[config.mk]
export PLATFORM = sky130hd
export DESIGN_NAME = mem_access_lsu
export DESIGN_NICKNAME = d
export VERILOG_FILES = /design/src/rtl/mem_access_lsu.sv
export SDC_FILE = /design/constraint.sdc
export NUM_CORES = 1
export LEC_CHECK = 0
export CAP_MARGIN = 20
export CORE_MARGIN = 8
export CORE_UTILIZATION = 46
export DETAILED_ROUTE_END_ITERATION = 8
export PLACE_DENSITY = 0.82
export SETUP_SLACK_MARGIN = 0.1
export SLEW_MARGIN = 10
export SYNTH_ARGS = -nofsm -noshare
export SYNTH_HDL_FRONTEND = slang
export SYNTH_SLANG_ARGS = --single-unit
[constraint.sdc]
create_clock -name i_clk -period 8.6 [get_ports i_clk]
set_input_delay 1.72 -clock i_clk [delete_from_list [all_inputs] [get_ports i_clk]]
set_output_delay 1.72 -clock i_clk [all_outputs]
set_load 0.005 [all_outputs]
[src/rtl/mem_access_lsu.sv]
// mem_access_lsu: memory-access stage between Execute and Write Back.
// It issues a request/grant/response data-memory access with lane-aligned
// store data and byte enables, and aligns and extends load data. It also traps
// misaligned or illegal accesses, bus errors and timeouts, and stalls the pipe
// while an access is outstanding.
module mem_access_lsu #(
  parameter int XLEN       = 32,
  parameter int REG_ADDR_W = 5,
  parameter int TIMEOUT    = 64
) (
  input  logic                  i_clk,
  input  logic                  i_rst,
  input  logic                  i_clk_en,
  input  logic                  i_ex_mem_to_reg,
  input  logic                  i_ex_reg_wr,
  input  logic                  i_ex_mem_rd,
  input  logic                  i_ex_mem_wr,
  input  logic [1:0]            i_ex_rw_sel,
  input  logic [XLEN-1:0]       i_ex_pc_plus_4,
  input  logic [XLEN-1:0]       i_ex_alu_result,
  input  logic [XLEN-1:0]       i_ex_reg_read_data2,
  input  logic [REG_ADDR_W-1:0] i_ex_reg_dest,
  input  logic [2:0]            i_ex_funct3,
  output logic                  o_mem_req,
  output logic                  o_mem_we,
  output logic [XLEN-1:0]       o_mem_addr,
  output logic [XLEN-1:0]       o_mem_wdata,
  output logic [XLEN/8-1:0]     o_mem_be,
  input  logic                  i_mem_gnt,
  input  logic                  i_mem_rvalid,
  input  logic [XLEN-1:0]       i_mem_rdata,
  input  logic                  i_mem_err,
  output logic                  o_stall,
  output logic                  o_ma_mem_to_reg,
  output logic                  o_ma_reg_wr,
  output logic [1:0]            o_ma_rw_sel,
  output logic [XLEN-1:0]       o_ma_pc_plus_4,
  output logic [XLEN-1:0]       o_ma_result,
  output logic [XLEN-1:0]       o_ma_read_data,
  output logic [REG_ADDR_W-1:0] o_ma_reg_dest,
  output logic                  o_ma_exc,
  output logic [1:0]            o_ma_exc_cause
);

  localparam int BE_W  = XLEN / 8;
  localparam int OFF_W = $clog2(BE_W);
  localparam int TO_W  = $clog2(TIMEOUT + 2);

  typedef enum logic [1:0] {IDLE, REQ, RSP, DONE} state_t;

  // Byte-lane mask of an access before it is shifted to its offset.
  function automatic logic [BE_W-1:0] size_mask(input logic [1:0] sz);
    case (sz)
      2'b00:   size_mask = BE_W'(1);
      2'b01:   size_mask = BE_W'(3);
      2'b10:   size_mask = BE_W'(15);
      default: size_mask = '1;
    endcase
  endfunction

  // Offset must be a multiple of the access size; D and LWU exist only on RV64,
  // and funct3=111 is never a valid load/store.
  function automatic logic is_misaligned(input logic [2:0] f3, input logic [OFF_W-1:0] off);
    logic bad;
    case (f3[1:0])
      2'b00:   bad = 1'b0;
      2'b01:   bad = off[0];
      2'b10:   bad = (off[1:0] != 2'b00);
      default: bad = (off != '0);
    endcase
    if (XLEN == 32 && (f3[1:0] == 2'b11 || f3 == 3'b110)) bad = 1'b1;
    if (f3 == 3'b111) bad = 1'b1;
    return bad;
  endfunction

  // Sign- or zero-extend the low bytes of an already right-aligned load word.
  function automatic logic [XLEN-1:0] extend_load(input logic [XLEN-1:0] word,
                                                  input logic [1:0] sz, input logic uns);
    logic signed [7:0]  b;
    logic signed [15:0] h;
    logic signed [31:0] w;
    logic [XLEN-1:0]    r;
    b = word[7:0];
    h = word[15:0];
    w = word[31:0];
    case (sz)
      2'b00:   if (uns) r = XLEN'(word[7:0]);  else r = XLEN'(b);
      2'b01:   if (uns) r = XLEN'(word[15:0]); else r = XLEN'(h);
      2'b10:   if (uns) r = XLEN'(word[31:0]); else r = XLEN'(w);
      default: r = word;
    endcase
    return r;
  endfunction

  state_t                 state;
  logic [TO_W-1:0]        to_cnt;
  logic                   hold_err_p1;
  logic [XLEN-1:0]        hold_data_p1;
  logic                   req_we_p1, req_ld_p1, req_uns_p1;
  logic [XLEN-1:0]        req_addr_p1, req_wdata_p1;
  logic [BE_W-1:0]        req_be_p1;
  logic [OFF_W-1:0]       req_off_p1;
  logic [1:0]             req_sz_p1;

  // Stage p0: decode of the access presented by Execute.
  logic                   ex_access, ex_misal, ex_we, issue_now;
  logic [OFF_W-1:0]       ex_off;
  logic [XLEN-1:0]        ex_addr, ex_wdata;
  logic [BE_W-1:0]        ex_be;

  assign ex_access = i_ex_mem_rd | i_ex_mem_wr;
  assign ex_off    = i_ex_alu_result[OFF_W-1:0];
  assign ex_misal  = is_misaligned(i_ex_funct3, ex_off);
  assign ex_we     = i_ex_mem_wr & ~i_ex_mem_rd;
  assign ex_addr   = {i_ex_alu_result[XLEN-1:OFF_W], OFF_W'(0)};
  assign ex_wdata  = i_ex_reg_read_data2 << {ex_off, 3'b000};
  assign ex_be     = size_mask(i_ex_funct3[1:0]) << ex_off;
  assign issue_now = (state == IDLE) && ex_access && !ex_misal && !i_rst;

  // Stage p1: outstanding access, completion and load alignment.
  logic                   busy, to_hit, rsp_hit, fin, fin_err;
  logic [XLEN-1:0]        ld_data;

  assign busy    = (state == REQ) || (state == RSP);
  assign to_hit  = (TIMEOUT != 0) && busy && (to_cnt == TO_W'(TIMEOUT - 1));
  assign rsp_hit = (state == RSP) && i_mem_rvalid;
  assign fin     = rsp_hit || to_hit;
  assign fin_err = !rsp_hit || i_mem_err;
  assign ld_data = extend_load(i_mem_rdata >> {req_off_p1, 3'b000}, req_sz_p1, req_uns_p1);

  // Memory port and stall: live EX values while idle, registered copies afterwards.
  always_comb begin
    o_mem_we    = req_we_p1;
    o_mem_addr  = req_addr_p1;
    o_mem_wdata = req_wdata_p1;
    o_mem_be    = req_be_p1;
    if (state == IDLE) begin
      o_mem_we    = ex_we;
      o_mem_addr  = ex_addr;
      o_mem_wdata = ex_wdata;
      o_mem_be    = ex_be;
    end
    o_mem_req = issue_now || ((state == REQ) && !to_hit && !i_rst);
    case (state)
      IDLE:    o_stall = issue_now;
      DONE:    o_stall = !i_clk_en;
      default: o_stall = !(fin && i_clk_en);
    endcase
    if (i_rst) o_stall = 1'b0;
  end

  // Result fields the WB register takes when the pipe advances.
  logic            wb_reg_wr, wb_exc;
  logic [1:0]      wb_cause;
  logic [XLEN-1:0] wb_read;

  always_comb begin
    wb_reg_wr = i_ex_reg_wr;
    wb_read   = '0;
    wb_exc    = 1'b0;
    wb_cause  = 2'b00;
    case (state)
      IDLE: if (ex_access && ex_misal) begin
        wb_reg_wr = 1'b0;
        wb_exc    = 1'b1;
        wb_cause  = i_ex_mem_rd ? 2'b01 : 2'b10;
      end
      DONE: if (hold_err_p1) begin
        wb_reg_wr = 1'b0;
        wb_exc    = 1'b1;
        wb_cause  = 2'b11;
      end else begin
        wb_read = hold_data_p1;
      end
      default: if (fin_err) begin
        wb_reg_wr = 1'b0;
        wb_exc    = 1'b1;
        wb_cause  = 2'b11;
      end else if (req_ld_p1) begin
        wb_read = ld_data;
      end
    endcase
  end

  // Handshake FSM, timeout counter and holding register for frozen-pipe responses.
  always_ff @(posedge i_clk) begin
    if (i_rst) begin
      state        <= IDLE;
      to_cnt       <= '0;
      hold_err_p1  <= 1'b0;
      hold_data_p1 <= '0;
    end else begin
      case (state)
        IDLE: if (issue_now) begin
          state  <= i_mem_gnt ? RSP : REQ;
          to_cnt <= '0;
        end
        REQ, RSP: if (fin) begin
          state <= i_clk_en ? IDLE : DONE;
          if (!i_clk_en) begin
            hold_err_p1  <= fin_err;
            hold_data_p1 <= (fin_err || !req_ld_p1) ? '0 : ld_data;
          end
        end else if (state == REQ && i_mem_gnt) begin
          state  <= RSP;
          to_cnt <= '0;
        end else begin
          to_cnt <= to_cnt + TO_W'(1);
        end
        default: if (i_clk_en) state <= IDLE;
      endcase
    end
  end

  // Registered request copy, held stable while the access is outstanding.
  always_ff @(posedge i_clk) begin
    if (issue_now) begin
      req_we_p1    <= ex_we;
      req_addr_p1  <= ex_addr;
      req_wdata_p1 <= ex_wdata;
      req_be_p1    <= ex_be;
      req_off_p1   <= ex_off;
      req_sz_p1    <= i_ex_funct3[1:0];
      req_uns_p1   <= i_ex_funct3[2];
      req_ld_p1    <= i_ex_mem_rd;
    end
  end

  // Stage p2: MA/WB pipeline register, advanced only when the pipe moves.
  always_ff @(posedge i_clk) begin
    if (i_rst) begin
      o_ma_mem_to_reg <= 1'b0;
      o_ma_reg_wr     <= 1'b0;
      o_ma_rw_sel     <= 2'b00;
      o_ma_pc_plus_4  <= '0;
      o_ma_result     <= '0;
      o_ma_read_data  <= '0;
      o_ma_reg_dest   <= '0;
      o_ma_exc        <= 1'b0;
      o_ma_exc_cause  <= 2'b00;
    end else if (i_clk_en && !o_stall) begin
      o_ma_mem_to_reg <= i_ex_mem_to_reg;
      o_ma_reg_wr     <= wb_reg_wr;
      o_ma_rw_sel     <= i_ex_rw_sel;
      o_ma_pc_plus_4  <= i_ex_pc_plus_4;
      o_ma_result     <= i_ex_alu_result;
      o_ma_read_data  <= wb_read;
      o_ma_reg_dest   <= i_ex_reg_dest;
      o_ma_exc        <= wb_exc;
      o_ma_exc_cause  <= wb_cause;
    end
  end

endmodule
==> results.py <==
metrics = {
    "critical_path": {
        "start_kind": "primary input",
        "path_common_cell": "clkdlybuf4s50_1",
        "cp_top_family": "buffers and inverters",
        "crit_arrival_ns": 4.17,
        "cp_data_required_time_ns": 6.88,
        "cp-end-kind": "primary output",
        "startpoint": "i_ex_alu_result[0]",
        "max_stage_delay_ns": 0.56,
        "critPathKind": "primary input to primary output",
        "worst-path-buf-inv": 3,
        "worst_path_max_delay_cell": "nor2b_1",
        "crit_chain": "clkdlybuf4s50_1 -> buf_4 -> nor2b_1 -> nand2_1 -> o21ai_0 -> mux2_2 -> clkdlybuf4s50_1",
        "r2r-start": "state[0]",
        "critical_path.max_fanout": 40,
    },
    "route": {
        "drt_pass1_iterations": 5,
        "routed_wl_um": 30900,
        "drt_iter0_drc": 599,
        "drc_errors": 0,
        "post_drt_wl_per_cell_um": 20.4,
        "via_per_inst": 5.53,
        "antenna_left": 0,
        "vias": 8405,
    },
    "place": {
        "gp_congestion": 0.879,
        "dp.cells": 1475,
        "place_area_um2": 13400,
        "io_buffers": 324,
        "place_ws_ns": 2.74,
        "dp_hpwl_um": 21500,
    },
    "sta": {
        "worst_pin_slew_ns": 1.05,
        "hold_viol": 0,
        "fin_crit_ns": 5.89,
        "fin_hold_ws_ns": 0.464,
        "relSlewSlack_pct": 29.9,
        "setup_ws_ns": 2.71,
        "drv_slew": 0,
        "fmax_mhz": 170,
        "finalCritPeriodShare_pct": 68.5,
        "rsz0062_at_grt": "false",
        "setup_violations": 0,
        "skew_ns": 0.00834,
        "tns_ns": 0,
    },
    "grt": {
        "grt_max_degree": 77,
        "grt_pass1_vias": 8432,
        "overflow": 0,
        "antenna_found_initial": 0,
        "grtUsageTotal_pct": 22.0,
        "grt_pass1_wl_um": 47300,
    },
    "logic_synthesis": {
        "ys_top_cells_by_area": "dfxtp_1, edfxtp_1, mux2i_1",
        "avgSynthCellArea_um2": 10.7,
        "synth_commonest_cells": "dfxtp_1, nor2_1, mux2i_1, mux2_2, edfxtp_1",
        "async_reset_ff_share_pct": 0,
        "syn-cell-area_um2": 10000,
        "synth_most_common_cell": "dfxtp_1",
        "synth_edf_count": 73,
        "synth_warnings": 0,
        "yosysSeqAreaShare_pct": 51.9,
        "syn_inst": 932,
        "synth_top_area_share_pct": 30.0,
        "synth_cell_types": 57,
        "ys.flop_type": "dfxtp_1",
        "synth_top_cell_by_area": "dfxtp_1",
        "synth_seq_cells": 223,
    },
    "clock_tree": {
        "post_cts_buffers": 0,
        "cts_resized": 0,
        "clock_insertion_delay_worst_skew_ns": 0.51,
        "cts_buffers": 24,
        "cts_num_sinks": 223,
        "postCtsHoldBufs": 0,
        "clk_pin_slew_ns": 0.06,
        "root_buffer": "clkbuf_16",
        "htreeDepth": 1,
        "cts_tree": "built",
        "clockBufferDepth": 3,
    },
    "floorplan": {
        "dieHeight_um": 164,
        "ioPinCount": 327,
        "num_rows": 54,
        "die_area_um2": 26700,
        "die_w_um": 164,
        "coreArea_um2": 21600,
        "floorplan.initialDensity_pct": 46.3,
    },
    "pwr": {
        "p_leak_nw": 5.45,
        "power_density_nw_per_um2": 228,
        "peakVddDrop_mv": 0.158,
        "power_mw": 3.24,
    },
    "finish": {
        "final_nets": 1374,
        "stdcell_area_um2": 14200,
        "drive_gt1_share_pct": 11.3,
        "nFillCells": 1721,
        "final_core_util_pct": 65.6,
        "num_antenna_cells": 0,
        "regArea_um2": 5190,
        "synthToLayoutAreaGrowth_pct": 41.7,
        "multiInputGateArea_um2": 4470,
        "finalNonFillerCells": 1519,
    },
    "min_path": {
        "hold_start": "o_ma_reg_wr",
        "min_path_type": "register to register",
    },
    "outcome": {
        "status": "finished, final reports clean",
    },
    "flow_run": {
        "maxCapViolations": 0,
    },
}
## layout by cell type, fill, tap and decap left out, drive strengths merged, types with 13 or more instances in the layout
cell           synthesis  routed
clkdlybuf4s50          0     322
a21oi                 38      38
clkbuf                48      32
a22o                  16      16
nor2                 122     122
mux2i                105     105
dfxtp                150     150
nand2                 49      49
a221oi                17      17
mux2                  74      74
o21ai                 54      54
nor2b                 21      21
edfxtp                73      73
a22oi                 33      33
buf                   25      13
## kinds of logic after synthesis
logic type                 count (synthesis)  synth area share (%)
AOI/OAI and AO/OA                        200                  13.7
and+or+nand+nor                          241                  10.9
other                                      1                0.0375
muxes                                    180                  19.1
DFF                                      223                  51.9
buffers and inverters                     82                  3.83
adders and majority gates                  5                 0.625
## layout make-up
| cell class | count | share of cell area [%] |
|---|---|---|
| clock buffer | 32 | 4.81 |
| tap | 280 | 2.47 |
| sequential | 223 | 36.6 |
| clock inverter | 12 | 0.900 |
| timing repair buffer | 335 | 23.4 |
| multi-input combinational | 628 | 31.5 |
| inverter | 9 | 0.238 |
## final timing paths
| check | endpoint | slack (ns) | cells past startpoint |
|---|---|---|---|
| worst max-delay path | o_mem_wdata[21] | 2.71 | 7 |
| worst min-delay path | o_ma_reg_wr | 0.46 | 2 |
| worst max register to register | to_cnt[1] | 4.58 | 8 |
| worst min register to register | o_ma_reg_wr | 0.46 | 2 |
## power by group
group | switching [mW] | internal, mW | leakage, nW | total [mW]
sequential | 0.0448 | 1.19 | 1.90 | 1.23
clock | 0.433 | 0.621 | 0.388 | 1.05
combinational | 0.416 | 0.533 | 3.16 | 0.949
## tightest hold or removal path: stages, from the launching register on
cell     delay, ns
dfxtp_1       0.31
nand2_1       0.06
a21oi_1       0.05
## routing by layer
| metal | vias up | track usage [%] | routed length (um) |
|---|---|---|---|
| met1 | 4024 | 26.2 | 12200 |
| met4 | 0 | 7.02 | 793 |
| li1 | 3982 | - | - |
| met3 | 50 | 7.43 | 3020 |
| met5 | - | 0 | 0 |
| met2 | 349 | 36.9 | 14900 |
(Power assumes the default switching activity.)
